===== src/rtl/frame_buf_ctrl_pkg.sv =====
// Shared types and default sizes for the double-buffered frame store.
package frame_buf_ctrl_pkg;

    localparam int unsigned DefPixW     = 8;
    localparam int unsigned DefFramePix = 64;
    localparam int unsigned DefAddrW    = 6;

    // EMPTY: no complete frame yet; SHOW0/SHOW1: buffer being displayed
    typedef enum logic [1:0] {
        StEmpty = 2'd0,
        StShow0 = 2'd1,
        StShow1 = 2'd2
    } state_e;

    // Display state that shows the given buffer
    function automatic state_e show_state(input logic buf_sel);
        return buf_sel ? StShow1 : StShow0;
    endfunction

endpackage


===== src/rtl/frame_buf_ctrl_ram.sv =====
// 1W/1R synchronous frame RAM with a registered read port.
// Contents are not reset; only the read register is.
module frame_buf_ctrl_ram #(
    parameter int unsigned PIX_W  = 8,
    parameter int unsigned DEPTH  = 64,
    parameter int unsigned ADDR_W = 6
) (
    input  logic              Clk,
    input  logic              Reset,
    input  logic              wr_en_i,
    input  logic [ADDR_W-1:0] wr_addr_i,
    input  logic [PIX_W-1:0]  wr_data_i,
    input  logic [ADDR_W-1:0] rd_addr_i,
    output logic [PIX_W-1:0]  rd_data_o
);

    logic [PIX_W-1:0] mem [DEPTH];
    logic [PIX_W-1:0] rd_data_q;

    // Write port; storage is never cleared
    always_ff @(posedge Clk) begin
        if (wr_en_i) begin
            mem[wr_addr_i] <= wr_data_i;
        end
    end

    // Registered read, one cycle of latency
    always_ff @(posedge Clk or posedge Reset) begin
        if (Reset) begin
            rd_data_q <= '0;
        end else begin
            rd_data_q <= mem[rd_addr_i];
        end
    end

    assign rd_data_o = rd_data_q;

endmodule


===== src/rtl/frame_buf_ctrl.sv =====
// Double-buffered frame store and buffer-select controller feeding FrameMUX.
// The writer fills the back buffer; the display reads the front buffer.
// Buffers swap only on FrameStart so a partial frame is never shown.
module frame_buf_ctrl
    import frame_buf_ctrl_pkg::*;
#(
    parameter int unsigned PIX_W     = DefPixW,
    parameter int unsigned FRAME_PIX = DefFramePix,
    parameter int unsigned ADDR_W    = DefAddrW
) (
    input  logic              Clk,
    input  logic              Reset,
    input  logic              WrValid,
    input  logic [PIX_W-1:0]  WrData,
    output logic              WrReady,
    input  logic              FrameStart,
    input  logic              PixEn,
    input  logic              BlankReq,
    output logic [ADDR_W-1:0] RdAddr,
    output logic [PIX_W-1:0]  Buf0,
    output logic [PIX_W-1:0]  Buf1,
    output logic              SelBuf0,
    output logic              SelBlank,
    output logic              SelBuf1,
    output logic              FrameRepeat
);

    localparam logic [ADDR_W-1:0] LastAddr = ADDR_W'(FRAME_PIX - 1);

    state_e            state_q, state_d;
    logic              back_full_q, back_full_d;
    logic              wr_buf_q, wr_buf_d;
    logic [ADDR_W-1:0] wr_addr_q, wr_addr_d;
    logic [ADDR_W-1:0] rd_addr_q, rd_addr_d;
    logic              sel_buf0_q, sel_buf0_d;
    logic              sel_blank_q, sel_blank_d;
    logic              sel_buf1_q, sel_buf1_d;
    logic              frame_repeat_q, frame_repeat_d;
    logic              wr_accept;

    assign WrReady   = ~back_full_q;
    assign wr_accept = WrValid & ~back_full_q;

    // Next-state: write pointer, buffer swap, read pointer and selects
    always_comb begin
        state_d        = state_q;
        back_full_d    = back_full_q;
        wr_buf_d       = wr_buf_q;
        wr_addr_d      = wr_addr_q;
        rd_addr_d      = rd_addr_q;
        frame_repeat_d = 1'b0;

        if (wr_accept) begin
            if (wr_addr_q == LastAddr) begin
                wr_addr_d   = '0;
                back_full_d = 1'b1;
            end else begin
                wr_addr_d = wr_addr_q + 1'b1;
            end
        end

        // A swap cannot coincide with a write: back_full_q blocks accepts
        if (FrameStart) begin
            if (back_full_q) begin
                state_d     = show_state(wr_buf_q);
                // The old front (or, from EMPTY, the other buffer) becomes the back
                wr_buf_d    = ~wr_buf_q;
                back_full_d = 1'b0;
            end else if (state_q != StEmpty) begin
                frame_repeat_d = 1'b1;
            end
        end

        if (FrameStart) begin
            rd_addr_d = '0;
        end else if (PixEn) begin
            rd_addr_d = (rd_addr_q == LastAddr) ? '0 : rd_addr_q + 1'b1;
        end

        sel_blank_d = BlankReq | (state_d == StEmpty);
        sel_buf0_d  = ~BlankReq & (state_d == StShow0);
        sel_buf1_d  = ~BlankReq & (state_d == StShow1);
    end

    // Control and select registers
    always_ff @(posedge Clk or posedge Reset) begin
        if (Reset) begin
            state_q        <= StEmpty;
            back_full_q    <= 1'b0;
            wr_buf_q       <= 1'b0;
            wr_addr_q      <= '0;
            rd_addr_q      <= '0;
            sel_buf0_q     <= 1'b0;
            sel_blank_q    <= 1'b1;
            sel_buf1_q     <= 1'b0;
            frame_repeat_q <= 1'b0;
        end else begin
            state_q        <= state_d;
            back_full_q    <= back_full_d;
            wr_buf_q       <= wr_buf_d;
            wr_addr_q      <= wr_addr_d;
            rd_addr_q      <= rd_addr_d;
            sel_buf0_q     <= sel_buf0_d;
            sel_blank_q    <= sel_blank_d;
            sel_buf1_q     <= sel_buf1_d;
            frame_repeat_q <= frame_repeat_d;
        end
    end

    frame_buf_ctrl_ram #(
        .PIX_W  (PIX_W),
        .DEPTH  (FRAME_PIX),
        .ADDR_W (ADDR_W)
    ) u_ram0 (
        .Clk       (Clk),
        .Reset     (Reset),
        .wr_en_i   (wr_accept & ~wr_buf_q),
        .wr_addr_i (wr_addr_q),
        .wr_data_i (WrData),
        .rd_addr_i (rd_addr_q),
        .rd_data_o (Buf0)
    );

    frame_buf_ctrl_ram #(
        .PIX_W  (PIX_W),
        .DEPTH  (FRAME_PIX),
        .ADDR_W (ADDR_W)
    ) u_ram1 (
        .Clk       (Clk),
        .Reset     (Reset),
        .wr_en_i   (wr_accept & wr_buf_q),
        .wr_addr_i (wr_addr_q),
        .wr_data_i (WrData),
        .rd_addr_i (rd_addr_q),
        .rd_data_o (Buf1)
    );

    assign RdAddr      = rd_addr_q;
    assign SelBuf0     = sel_buf0_q;
    assign SelBlank    = sel_blank_q;
    assign SelBuf1     = sel_buf1_q;
    assign FrameRepeat = frame_repeat_q;

endmodule


===== config.mk =====
export PLATFORM = sky130hd
export DESIGN_NAME = frame_buf_ctrl
export DESIGN_NICKNAME = d
export VERILOG_FILES = /design/src/rtl/frame_buf_ctrl_pkg.sv /design/src/rtl/frame_buf_ctrl_ram.sv /design/src/rtl/frame_buf_ctrl.sv
export SDC_FILE = /design/constraint.sdc
export NUM_CORES = 1
export LEC_CHECK = 0
export CORE_AREA = 5 5 265 267
export CTS_CLUSTER_DIAMETER = 100
export DETAILED_ROUTE_END_ITERATION = 16
export DIE_AREA = 0 0 270 272
export PLACE_DENSITY = 0.76
export SLEW_MARGIN = 0
export SYNTH_ARGS = -nofsm -noshare
export SYNTH_HDL_FRONTEND = slang
export SYNTH_SLANG_ARGS = --single-unit

===== constraint.sdc =====
create_clock -name Clk -period 4.5 [get_ports Clk]
set_input_delay 0.9 -clock Clk [delete_from_list [all_inputs] [get_ports Clk]]
set_output_delay 0.9 -clock Clk [all_outputs]
set_load 0.05 [all_outputs]

Yosys cells after proc, flatten, opt, wreduce, memory -nomap -nowiden
Memories as Yosys holds them, arrays and structs flattened. A register that Yosys moved wholly into a read port is not among the register bits.
Index checks and enable logic that the tools add are counted.

storage, ports and cells
  bits in registers = 20
  bits in writable memories = 1024
  input bits = 14
  logic and storage cells = 48
  memories = 2

memory list
  memory      depth  bits a word  read ports  clocked after memory_dff  wr ports  line                      RTL
  u_ram0.mem  64     8            1           1                         1         frame_buf_ctrl_ram.sv:17  logic [PIX_W-1:0] mem [DEPTH];
  u_ram1.mem  64     8            1           1                         1         frame_buf_ctrl_ram.sv:17

operators by class
  add/subtract/negate cells = 2
  equal/unequal tests = 4
  muxes and demuxes = 18
  bitwise logic cells = 9
  reduce and logical (&&, ||, !) cells = 4

operators by type and width
  cell                   number
  $mux W6                4
  $add A6 B1 Y6 const B  2
  $eq A6 B6 Y1 const B   2
  $mux W1                11
  $mux W2                3
  $and A1 B1 Y1          5
  $reduce_bool A2 Y1     2
  $not A1 Y1             3
  $eq A2 B1 Y1 const B   1
  $eq A2 B2 Y1 const B   1
  $logic_not A2 Y1       1
  $reduce_and A2 Y1      1
  $or A1 B1 Y1           1

Logic depth before layout (Yosys ltp)
Gate-level depths: netlist of the first run.

  word-level depth = 5
  gate-level depth with buffers = 9
  mapped depth without buffers = 5

Modules after synthesis
Synthesis of the first run repeated with hierarchy kept, for this count alone.

unflattened totals
  cell total of the unflattened synthesis = 2021
  area total of the unflattened synthesis = 41655.0 um^2

by module, submodules not included
  module              times used  cells an instance  area each (um^2)  seq. area each (um^2)
  frame_buf_ctrl_ram  2           964                20362.0           15574.9
  frame_buf_ctrl      1           93                 930.9             501.7

Worst setup path before layout of the first run
Ideal clock, no wire load.

  path type = input -> register
  from = in WrValid
  to = mem u_ram1.mem[59][0] (enable)
  setup time = 0.370 ns
  arrival = 2.173 ns
  slack = 1.957 ns
  stages on the path = 6
  path buffers = 2
  path through = nor2b_1 clkbuf_1 nand2_1 or3_1 clkbuf_1 nor2_1

on the way
  word-level cells in the longest chain between the ends = 4

RTL lines
  item                           line                      RTL
  from (decl)                    frame_buf_ctrl.sv:13      input logic WrValid,
  $and A1 B1 Y1                  frame_buf_ctrl.sv:42      assign wr_accept = WrValid & ~back_full_q;
  $and A1 B1 Y1                  frame_buf_ctrl.sv:131     .wr_en_i (wr_accept & wr_buf_q),
  $mux W1                        frame_buf_ctrl_ram.sv:22  if (wr_en_i) begin
  $mux W1 (not written as such)  frame_buf_ctrl_ram.sv:23  mem[wr_addr_i] <= wr_data_i;
  to (decl)                      frame_buf_ctrl_ram.sv:17

Every way passes these cells.

Final worst setup path of the first run
  from = reg rd_addr_q[1] (netlist: RdAddr[1])
  to = out RdAddr[1]

RTL lines
  item                    line                   RTL
  from (decl)             frame_buf_ctrl.sv:34   logic [ADDR_W-1:0] rd_addr_q, rd_addr_d;
  from (signal assigned)  frame_buf_ctrl.sv:102  rd_addr_q <= rd_addr_d;
  to (decl)               frame_buf_ctrl.sv:19   output logic [ADDR_W-1:0] RdAddr,

No word-level cell between the ends.

==> reports/metrics.yaml, run 1 <==
status: "finished, final reports clean"
period_needed_ns: 3.621
vdd_drop_max_v: 0.0003224
nets: 2052
vias: 20220
synth_edf_count: 1024
synth_area_leaders: "edfxtp_1 (75%), mux4_2 (14%), dfrtp_1 (2.1%)"
hpwlAfterDp_mm: 55.40
chipHeight_um: 272
yosys_warnings: 0
drive_above_1_share_pct: 24.53
async_reset_ff_share_pct: 3.396
cts.clk_slew.worst_paths_ns: 0.06
critPathBufInv: 1
required_ns: 3.60
ys_types: 51
reg2regPathDepth: 6
hold_path.startpoint: "state_q[1]$_DFF_PP0_"
grt_usage_pct: 25.36
core.rowCount: 96
cts_resized: 0
highest_layer: "met4"
crit_slowest_cell: "dfrtp_4"
fin_tns_setup_ns: 0
die_width_um: 270
routed_wl_mm: 92.09
hold_violations: 0
start_util_pct: 60.13
combPwrFrac_pct: 7.4
sw_frac_of_total_pct: 22.36
cts_tree: "done"
syn_nets: 1918
grt_max_degree: 102
drtPass1Iterations: 6
synth_top_area_share_pct: 75.35
synth_area_per_cell_um2: 21.46
ys_ff_latch: 1060
gr-total-overflow: 0
powerDensity_nw_per_um2: 462.0
synth_flop_cell: "edfxtp_1"
post_drt_wl_per_cell_um: 30.68
antenna_cells: 0
hold_buffers: 0
grt_pass1_wl_mm: 137.8
place.gp.congestion: 0.8688
grt_pass1_vias: 20370
drc: 0
cp_top_family: "flip-flops"
synth_seq_area_share_pct: 77.56
antenna_found_initial: 0
synth_top_area_cell: "edfxtp_1"
cp_max_fo: 59
fin_cells: 3002
holdCritPathClass: "flop to flop"
placed_cell_area_um2: 42650
cts_max_level: 3
final-setup-viol-count: 0
clock_latency_ns: 0.67
design_area_um2: 45980
fin_crit_sh_pct: 80.46
worstMarginPinSlew_ns: 1.118
port_buffers: 40
seq_power_share_pct: 52.6
total_leakage_power_nw: 14.16
die_area_um2: 73440
wl_met1_mm: 35.49
drv_slew: 0
dp_cells: 2817
met2_length_mm: 44.96
post_cts_buffers: 0
p_int_mw: 16.49
startpoint: "RdAddr[1]$_DFFE_PP0P_"
antenna_left: 0
max_cap_viol_count: 0
cp.depth: 1
r2r_start: "RdAddr[1]$_DFFE_PP0P_"
fmax_ghz: 0.2762
clock_sinks: 1060
critical_path_class: "flop to primary output"
p_sw_mw: 4.750
pwr-share-clk_pct: 39.9
clock_path_buffers: 3
io_pins: 41
cp-start-kind: "flop"
crit_path_end_kind: "primary output"
dr_wl_met3_mm: 9.309
drtIter0Drc: 2674
slew_headroom_pct: 25.45
cts_root_buffer: "clkbuf_16"
postSynthCellCount: 1902
vias_per_cell: 6.736
skew_ns: 0.03739
grt_setup_unrepaired: "false"
max_stage_delay_ns: 1.08
areaGrowthSynthToFinish_pct: 12.67
crit_arrival_ns: 2.72
hold_depth: 1
cts_made_buffers: 99
core-area_um2: 67870
syn_area_um2: 40810
holdWs_ns: 0.5466
crit_chain: "clkdlybuf4s50_1"
[power groups by stage]
stage / logic [mW] / clock network, mW / registers [mW]
4_1_cts: 1.58 / 8.58 / 11.2
3_3_place_gp: 1.55 / 0 / 11.4
6_report: 1.58 / 8.48 / 11.2
3_5_place_dp: 1.57 / 0 / 11.4
2_1_floorplan: 0.860 / 0 / 11.3
5_1_grt: 1.65 / 9.06 / 11.2
[layout make-up]
cell class / instances / area [um2]
sequential: 1060 / 31660
fill: 3966 / 21890
multi-input combinational: 732 / 8605
clock buffer: 126 / 2619
timing repair buffer: 140 / 1272
tap: 882 / 1104
clock inverter: 59 / 703.2
inverter: 3 / 11.26
[layer usage]
metal	track usage, %	vias up
met2	40.45	1294
met5	0	-
met4	6.910	0
met1	37.54	10570
met3	4.246	148
li1	-	8206
[stage by stage]
step | total power [mW] | util, % | setup WS, ns
after floorplan | 12.20 | - | 1.957
after global placement | 12.92 | 62.85 | 0.9939
after detailed placement | 12.95 | 62.85 | 0.9746
after CTS | 21.33 | 67.75 | 0.8361
after global routing | 21.89 | 67.75 | 0.8266
final | 21.24 | 67.75 | 0.8791
[cell usage after synthesis (4+ instances only)]
| cell | count |
|---|---|
| buf_6 | 8 |
| nor2_1 | 162 |
| nand4_1 | 13 |
| mux2i_1 | 65 |
| dfrtp_1 | 35 |
| buf_4 | 13 |
| or3_1 | 6 |
| nand2b_1 | 9 |
| nand3b_1 | 4 |
| a22oi_2 | 5 |
| edfxtp_1 | 1024 |
| buf_1 | 8 |
| buf_2 | 24 |
| and3_1 | 4 |
| a221o_1 | 4 |
| clkbuf_1 | 51 |
| nor2b_1 | 11 |
| nand2_1 | 34 |
| a21oi_1 | 6 |
| o221ai_1 | 11 |
| o22ai_1 | 30 |
| o21ai_1 | 4 |
| mux4_2 | 246 |
| nand3_1 | 10 |
| a22oi_1 | 62 |
| o31ai_1 | 4 |
[kinds of logic after synthesis]
kind of cell    count (synthesis)  share of synthesized area (%)
xor+xnor                        6                         0.1288
fa+ha+maj                       2                        0.06131
simple gates                  271                          2.993
flops                        1060                          77.56
compound gates                142                          2.612
buf+inv                       110                          1.472
mux                           311                          15.17
[cells in the final DEF (no fill, tap or decap), types with 5 or more instances in the layout]
cell type / count
edfxtp_1: 1024
mux4_2: 246
nor2_1: 162
clkbuf_16: 99
buf_4: 96
mux2i_1: 65
a22oi_1: 62
nand2_1: 34
dfrtp_1: 32
clkdlybuf4s50_1: 32
o22ai_1: 30
clkbuf_1: 23
clkinv_1: 19
clkinv_2: 16
bufinv_16: 14
nand4_1: 13
nor2b_1: 11
o221ai_1: 11
buf_12: 11
nand3_1: 9
nand2b_1: 9
a21oi_1: 6
or3_1: 6
a22oi_2: 5
[state kept, by name, indices dropped and copies added, names as in the netlist]
register and cells:
state_q 2, u_ram0.mem 512, wr_buf_q 1, FrameRepeat 1, back_full_q 1, SelBuf1 1, u_ram1.rd_data_o 8, u_ram0.rd_data_o 8
RdAddr 6, SelBuf0 1, wr_addr_q 6, SelBlank 1, u_ram1.mem 512
[final timing paths]
| path | to | slack, ns |
|---|---|---|
| setup / recovery | RdAddr[1] | 0.88 |
| hold / removal | FrameRepeat$_DFF_PP0_ | 0.55 |
| setup reg to reg | u_ram0.rd_data_o[4]$_DFF_PP0_ | 1.14 |
| hold reg to reg | FrameRepeat$_DFF_PP0_ | 0.55 |
| max in group asynchronous | RdAddr[0]$_DFFE_PP0P_ | 3.42 |
| min in group asynchronous | state_q[1]$_DFF_PP0_ | 0.67 |
[worst reg2reg max path, delay by kind of cell, from the launching register on]
family                 cells  cell delay, ns
buffers and inverters      1            0.50
and+or+nand+nor            2            0.69
AOI/OAI and AO/OA          2            0.57
muxes                      1            0.37
DFF                        1            1.08
No activity file was read; power rests on OpenSTA's default activity.
==> run 2, diff against run 1 <==
==> constraint.sdc (replaced) <==
create_clock -name Clk -period 3.6 [get_ports Clk]
set_input_delay 0.72 -clock Clk [delete_from_list [all_inputs] [get_ports Clk]]
set_output_delay 0.72 -clock Clk [all_outputs]
set_load 0.05 [all_outputs]
==> run 2 against run 1 <==
Compared with the run above: via count grew 2.4%; non-clock buffer count increased by 85; worst hold slack better by 0.0073 ns; critical path type unchanged; critical endpoint is now RdAddr[2]; highest routed layer unchanged.
==> reports/metrics.yaml, run 2 (synthesis gave the netlist of run 1 again) <==
vias: 20710
max_cap_viol_count: 0
areaGrowthSynthToFinish_pct: 14.39
critPathBufInv: 1
hold_buffers: 0
top_regs: "u_ram0.mem: 512 flops, u_ram1.mem: 512 flops"
grt_setup_unrepaired: "false"
clock_sinks: 1060
final_cell_mix: "edfxtp_1 (1024), mux4_2 (246), buf_4 (176)"
fin_crit_sh_pct: 89.85
cp_max_fo: 47
nets: 2139
ff_latch_area_um2: 31660
grt_pass1_vias: 21050
cts_root_buffer: "clkbuf_16"
crit_slowest_cell: "clkdlybuf4s50_1"
slew_headroom_pct: 20.06
vias_per_cell: 6.701
skew_ns: 0.03887
core.rowCount: 96
cts_max_level: 3
drtPass1Iterations: 5
fmax_ghz: 0.3092
crit_arrival_ns: 2.51
antenna_left: 0
critical_path_class: "flop to primary output"
crit_path_end_kind: "primary output"
powerDensity_nw_per_um2: 568.8
cp_top_family: "buffers and inverters"
post_cts_buffers: 0
status: "finished, final reports clean"
drtIter0Drc: 2945
drv_slew: 0
cts_resized: 0
period_needed_ns: 3.234
required_ns: 2.88
die_area_um2: 73440
cp-start-kind: "flop"
cts_made_buffers: 101
nFillCells: 3887
io_pins: 41
grt_max_degree: 89
worstMarginPinSlew_ns: 1.192
post_drt_wl_per_cell_um: 31.07
routed_wl_mm: 96.01
clock_latency_ns: 0.66
hpwlAfterDp_mm: 57.36
fin_cells: 3090
port_buffers: 40
grt_pass1_wl_mm: 142.2
drive_above_1_share_pct: 27.47
total_leakage_power_nw: 14.63
chipHeight_um: 272
antenna_found_initial: 1
start_util_pct: 60.13
crit_chain: "clkdlybuf4s50_1"
fin_tns_setup_ns: 0
drc: 0
final-setup-viol-count: 0
multi_input_area_um2: 8600
core-area_um2: 67870
die_width_um: 270
cts.clk_slew.worst_paths_ns: 0.07
fin_total_pwr_mw: 26.55
grt_usage_pct: 26.27
vdd_drop_max_v: 0.0004162
max_stage_delay_ns: 0.94
cts_tree: "done"
place.gp.congestion: 0.8888
holdCritPathClass: "flop to flop"
hold_violations: 0
dp_cells: 2902
gr-total-overflow: 0
clock_path_buffers: 3
layout_commonest_cell: "edfxtp_1"
==> run 2: cell count changes in the layout (fill, tap and decap cells not counted), moves of 2 or more <==
cell,change
buf_12,+6
buf_4,+80
bufinv_16,-4
clkbuf_1,-11
clkbuf_16,+3
clkinv_1,+10
clkinv_2,-3
clkinv_4,+4
clkinv_8,+3
diode_2,+2
inv_16,-2
==> run 2: area by class of cell <==
class                   count  share of cell area (%)
flip-flops and latches   1060                   67.83
multi-input cells         732                   18.42
clock buffers             119                   5.712
repair buffers            225                   4.246
well taps                 882                   2.364
clock inverters            67                   1.388
inverters                   3                 0.02412
diodes                      2                 0.01072
==> run 2: worst paths after layout <==
kind / startpoint / endpoint / slack (ns) / cells past startpoint
hold reg to reg: state_q[1]$_DFF_PP0_ / FrameRepeat$_DFF_PP0_ / 0.55 / 1
setup / recovery: RdAddr[2]$_DFFE_PP0P_ / RdAddr[2] / 0.37 / 1
min in group asynchronous: Reset / wr_buf_q$_DFFE_PP0P_ / 0.56 / 2
hold / removal: state_q[1]$_DFF_PP0_ / FrameRepeat$_DFF_PP0_ / 0.55 / 1
setup reg to reg: RdAddr[1]$_DFFE_PP0P_ / u_ram0.rd_data_o[5]$_DFF_PP0_ / 0.47 / 7
max in group asynchronous: Reset / SelBlank$_DFF_PP1_ / 2.27 / 3
==> run 2: report_power, final <==
part	internal (mW)	switching, mW	total [mW]
Sequential	13.8	0.177	13.9
Clock	6.02	4.51	10.5
Combinational	0.701	1.37	2.07
Total	20.5	6.06	26.5
==> run 2: through the flow <==
| stage | hold WS (ns) | utilization [%] | setup WS (ns) | cell area (um2) |
|---|---|---|---|---|
| finish | 0.5539 | 68.78 | 0.3655 | 46680 |
| global route | 0.5569 | 68.78 | 0.3288 | 46680 |
| CTS | 0.5399 | 68.77 | 0.3747 | 46670 |
| detailed placement | 0.5023 | 63.89 | 0.2964 | 43360 |
| global placement | 0.4952 | 63.89 | 0.4010 | 43360 |
| floorplan | 0.4778 | - | 1.190 | 40810 |
==> run 2: metal layers <==
layer	wire length (um)	track usage (%)	part of all wire, %	vias up
met5	0	0	0	-
met4	3742	9.281	3.9	0
met3	9393	5.074	9.8	214
met2	46090	41.36	48	1281
met1	36780	37.94	38	10830
li1	-	-	-	8386
==> run 3, diff against run 2 <==
--- a/config.mk
+++ b/config.mk
@@ -5,10 +5,10 @@
 export SDC_FILE = /design/constraint.sdc
 export NUM_CORES = 1
 export LEC_CHECK = 0
-export CORE_AREA = 5 5 265 267
+export CORE_AREA = 5 5 340 209
 export CTS_CLUSTER_DIAMETER = 100
 export DETAILED_ROUTE_END_ITERATION = 16
-export DIE_AREA = 0 0 270 272
+export DIE_AREA = 0 0 345 214
 export PLACE_DENSITY = 0.76
 export SLEW_MARGIN = 0
 export SYNTH_ARGS = -nofsm -noshare
==> run 3 against run 2 <==
Compared with the run above: critical path type unchanged; register-to-register slack lost 0.10 ns; first-iteration DRC count rose by 14%; largest cell class unchanged; via count up 1.1%.
==> reports/metrics.yaml, run 3 (synthesis gave the netlist of run 1 again) <==
crit_arrival_ns: 2.74
clock_latency_ns: 0.65
startpoint: "RdAddr[0]$_DFFE_PP0P_"
crit_path_end_kind: "primary output"
fmax_ghz: 0.2893
hpwlAfterDp_mm: 60.78
dp_cells: 2930
fin_crit_sh_pct: 96.03
gr-total-overflow: 0
vias: 20940
core-area_um2: 67400
powerDensity_nw_per_um2: 552.7
hold_violations: 0
cp.depth: 3
crit_slowest_cell: "clkdlybuf4s50_1"
cp_max_fo: 41
slew_headroom_pct: 26.56
layout_commonest_cell: "edfxtp_1"
skew_ns: 0.02970
max_cap_viol_count: 0
crit_top_cell: "buf_12"
r2r_start: "RdAddr[0]$_DFFE_PP0P_"
holdCritPathClass: "input port to flop"
drc: 0
period_needed_ns: 3.457
dp_slack_ns: 0.2148
reg2regPathDepth: 8
grt_max_degree: 72
cts_made_buffers: 89
io_pins: 41
nFillCells: 4126
status: "finished, final reports clean"
hold_buffers: 0
grt_pass1_vias: 20560
cp-endpoint: "RdAddr[0]"
worstMarginPinSlew_ns: 1.092
post_drt_wl_per_cell_um: 31.41
port_buffers: 40
die_area_um2: 73830
cp-start-kind: "flop"
vdd_drop_max_v: 0.0004129
top_regs: "u_ram0.mem: 512 flops, u_ram1.mem: 512 flops"
post_cts_buffers: 0
rrSetupSlack_ns: 0.37
required_ns: 2.88
drtIter0Drc: 3349
antenna_found_initial: 2
final_cell_mix: "edfxtp_1 (1024), mux4_2 (246), buf_4 (174)"
start_util_pct: 60.54
cts_max_level: 3
drive_above_1_share_pct: 27.12
antenna_left: 0
place.gp.congestion: 0.8840
grt_usage_pct: 26.37
crit_chain: "buf_12, buf_12, clkdlybuf4s50_1"
drtPass1Iterations: 6
grt_pass1_wl_mm: 143.0
setup_ws_ns: 0.1431
cts_tree: "done"
max_stage_delay_ns: 0.88
fin_tns_setup_ns: 0
drv_slew: 0
core.rowCount: 74
cts_resized: 0
chipHeight_um: 214
clock_path_buffers: 3
fin_total_pwr_mw: 25.58
cp_top_family: "buffers and inverters"
areaGrowthSynthToFinish_pct: 13.41
vias_per_cell: 6.763
rr_endpoint: "u_ram1.rd_data_o[3]$_DFF_PP0_"
total_leakage_power_nw: 14.44
clock_sinks: 1060
nets: 2125
grt_setup_unrepaired: "false"
cts.clk_slew.worst_paths_ns: 0.07
hold_path.startpoint: "WrData[5]"
critPathBufInv: 3
die_width_um: 345
critical_path_class: "flop to primary output"
fin_cells: 3096
ff_latch_area_um2: 31660
multi_input_area_um2: 8602
routed_wl_mm: 97.24
cts_root_buffer: "clkbuf_16"
final-setup-viol-count: 0
[run 3: worst min path at each step]
| stage | cells past startpoint | slack [ns] | endpoint |
|---|---|---|---|
| after detailed placement | 1 | 0.51 | FrameRepeat$_DFF_PP0_ |
| final | 1 | 0.43 | u_ram0.mem[59][5]$_DFFE_PP_ |
| after floorplan | 1 | 0.48 | FrameRepeat$_DFF_PP0_ |
| after CTS | 1 | 0.39 | u_ram0.mem[59][5]$_DFFE_PP_ |
| after global placement | 1 | 0.49 | FrameRepeat$_DFF_PP0_ |
| after global routing | 1 | 0.42 | u_ram0.mem[56][5]$_DFFE_PP_ |
[run 3: final cells by class]
| type | count | share of cell area [%] |
|---|---|---|
| tap | 912 | 2.466 |
| antenna | 1 | 0.005407 |
| multi-input combinational | 732 | 18.59 |
| clock inverter | 46 | 0.8408 |
| timing repair buffer | 223 | 4.250 |
| inverter | 3 | 0.02433 |
| sequential | 1060 | 68.42 |
| clock buffer | 119 | 5.412 |
[run 3: metal layers]
layer / vias up / share of wire [%] / track usage, %
li1: 8343 / - / -
met1: 10840 / 40 / 42.05
met2: 1586 / 44 / 37.30
met3: 169 / 13 / 7.002
met4: 2 / 2.3 / 6.173
met5: - / 0.013 / 0
[run 3: power breakdown]
part	internal (mW)	total, mW	leakage [nW]	switching [mW]
registers	13.8	13.9	9.65	0.167
logic	0.685	2.06	3.36	1.37
clock network	5.34	9.59	1.43	4.26
[run 3: worst register-to-register path, stage by stage (launching register included)]
cell and delay, ns:
dfrtp_4 0.62, buf_4 0.28, buf_4 0.38, buf_4 0.28, mux2i_1 0.49, a22oi_1 0.18, o2bb2ai_1 0.17, a22oi_1 0.31
o21ai_1 0.30
[run 3: per-stage QoR]
stage	hold WS [ns]	utilization, %	area (um2)
finish	0.4307	68.66	46280
detailed placement	0.5147	64.36	43380
floorplan	0.4778	-	40810
CTS	0.3912	68.66	46280
global placement	0.4886	64.36	43380
global route	0.4164	68.66	46280
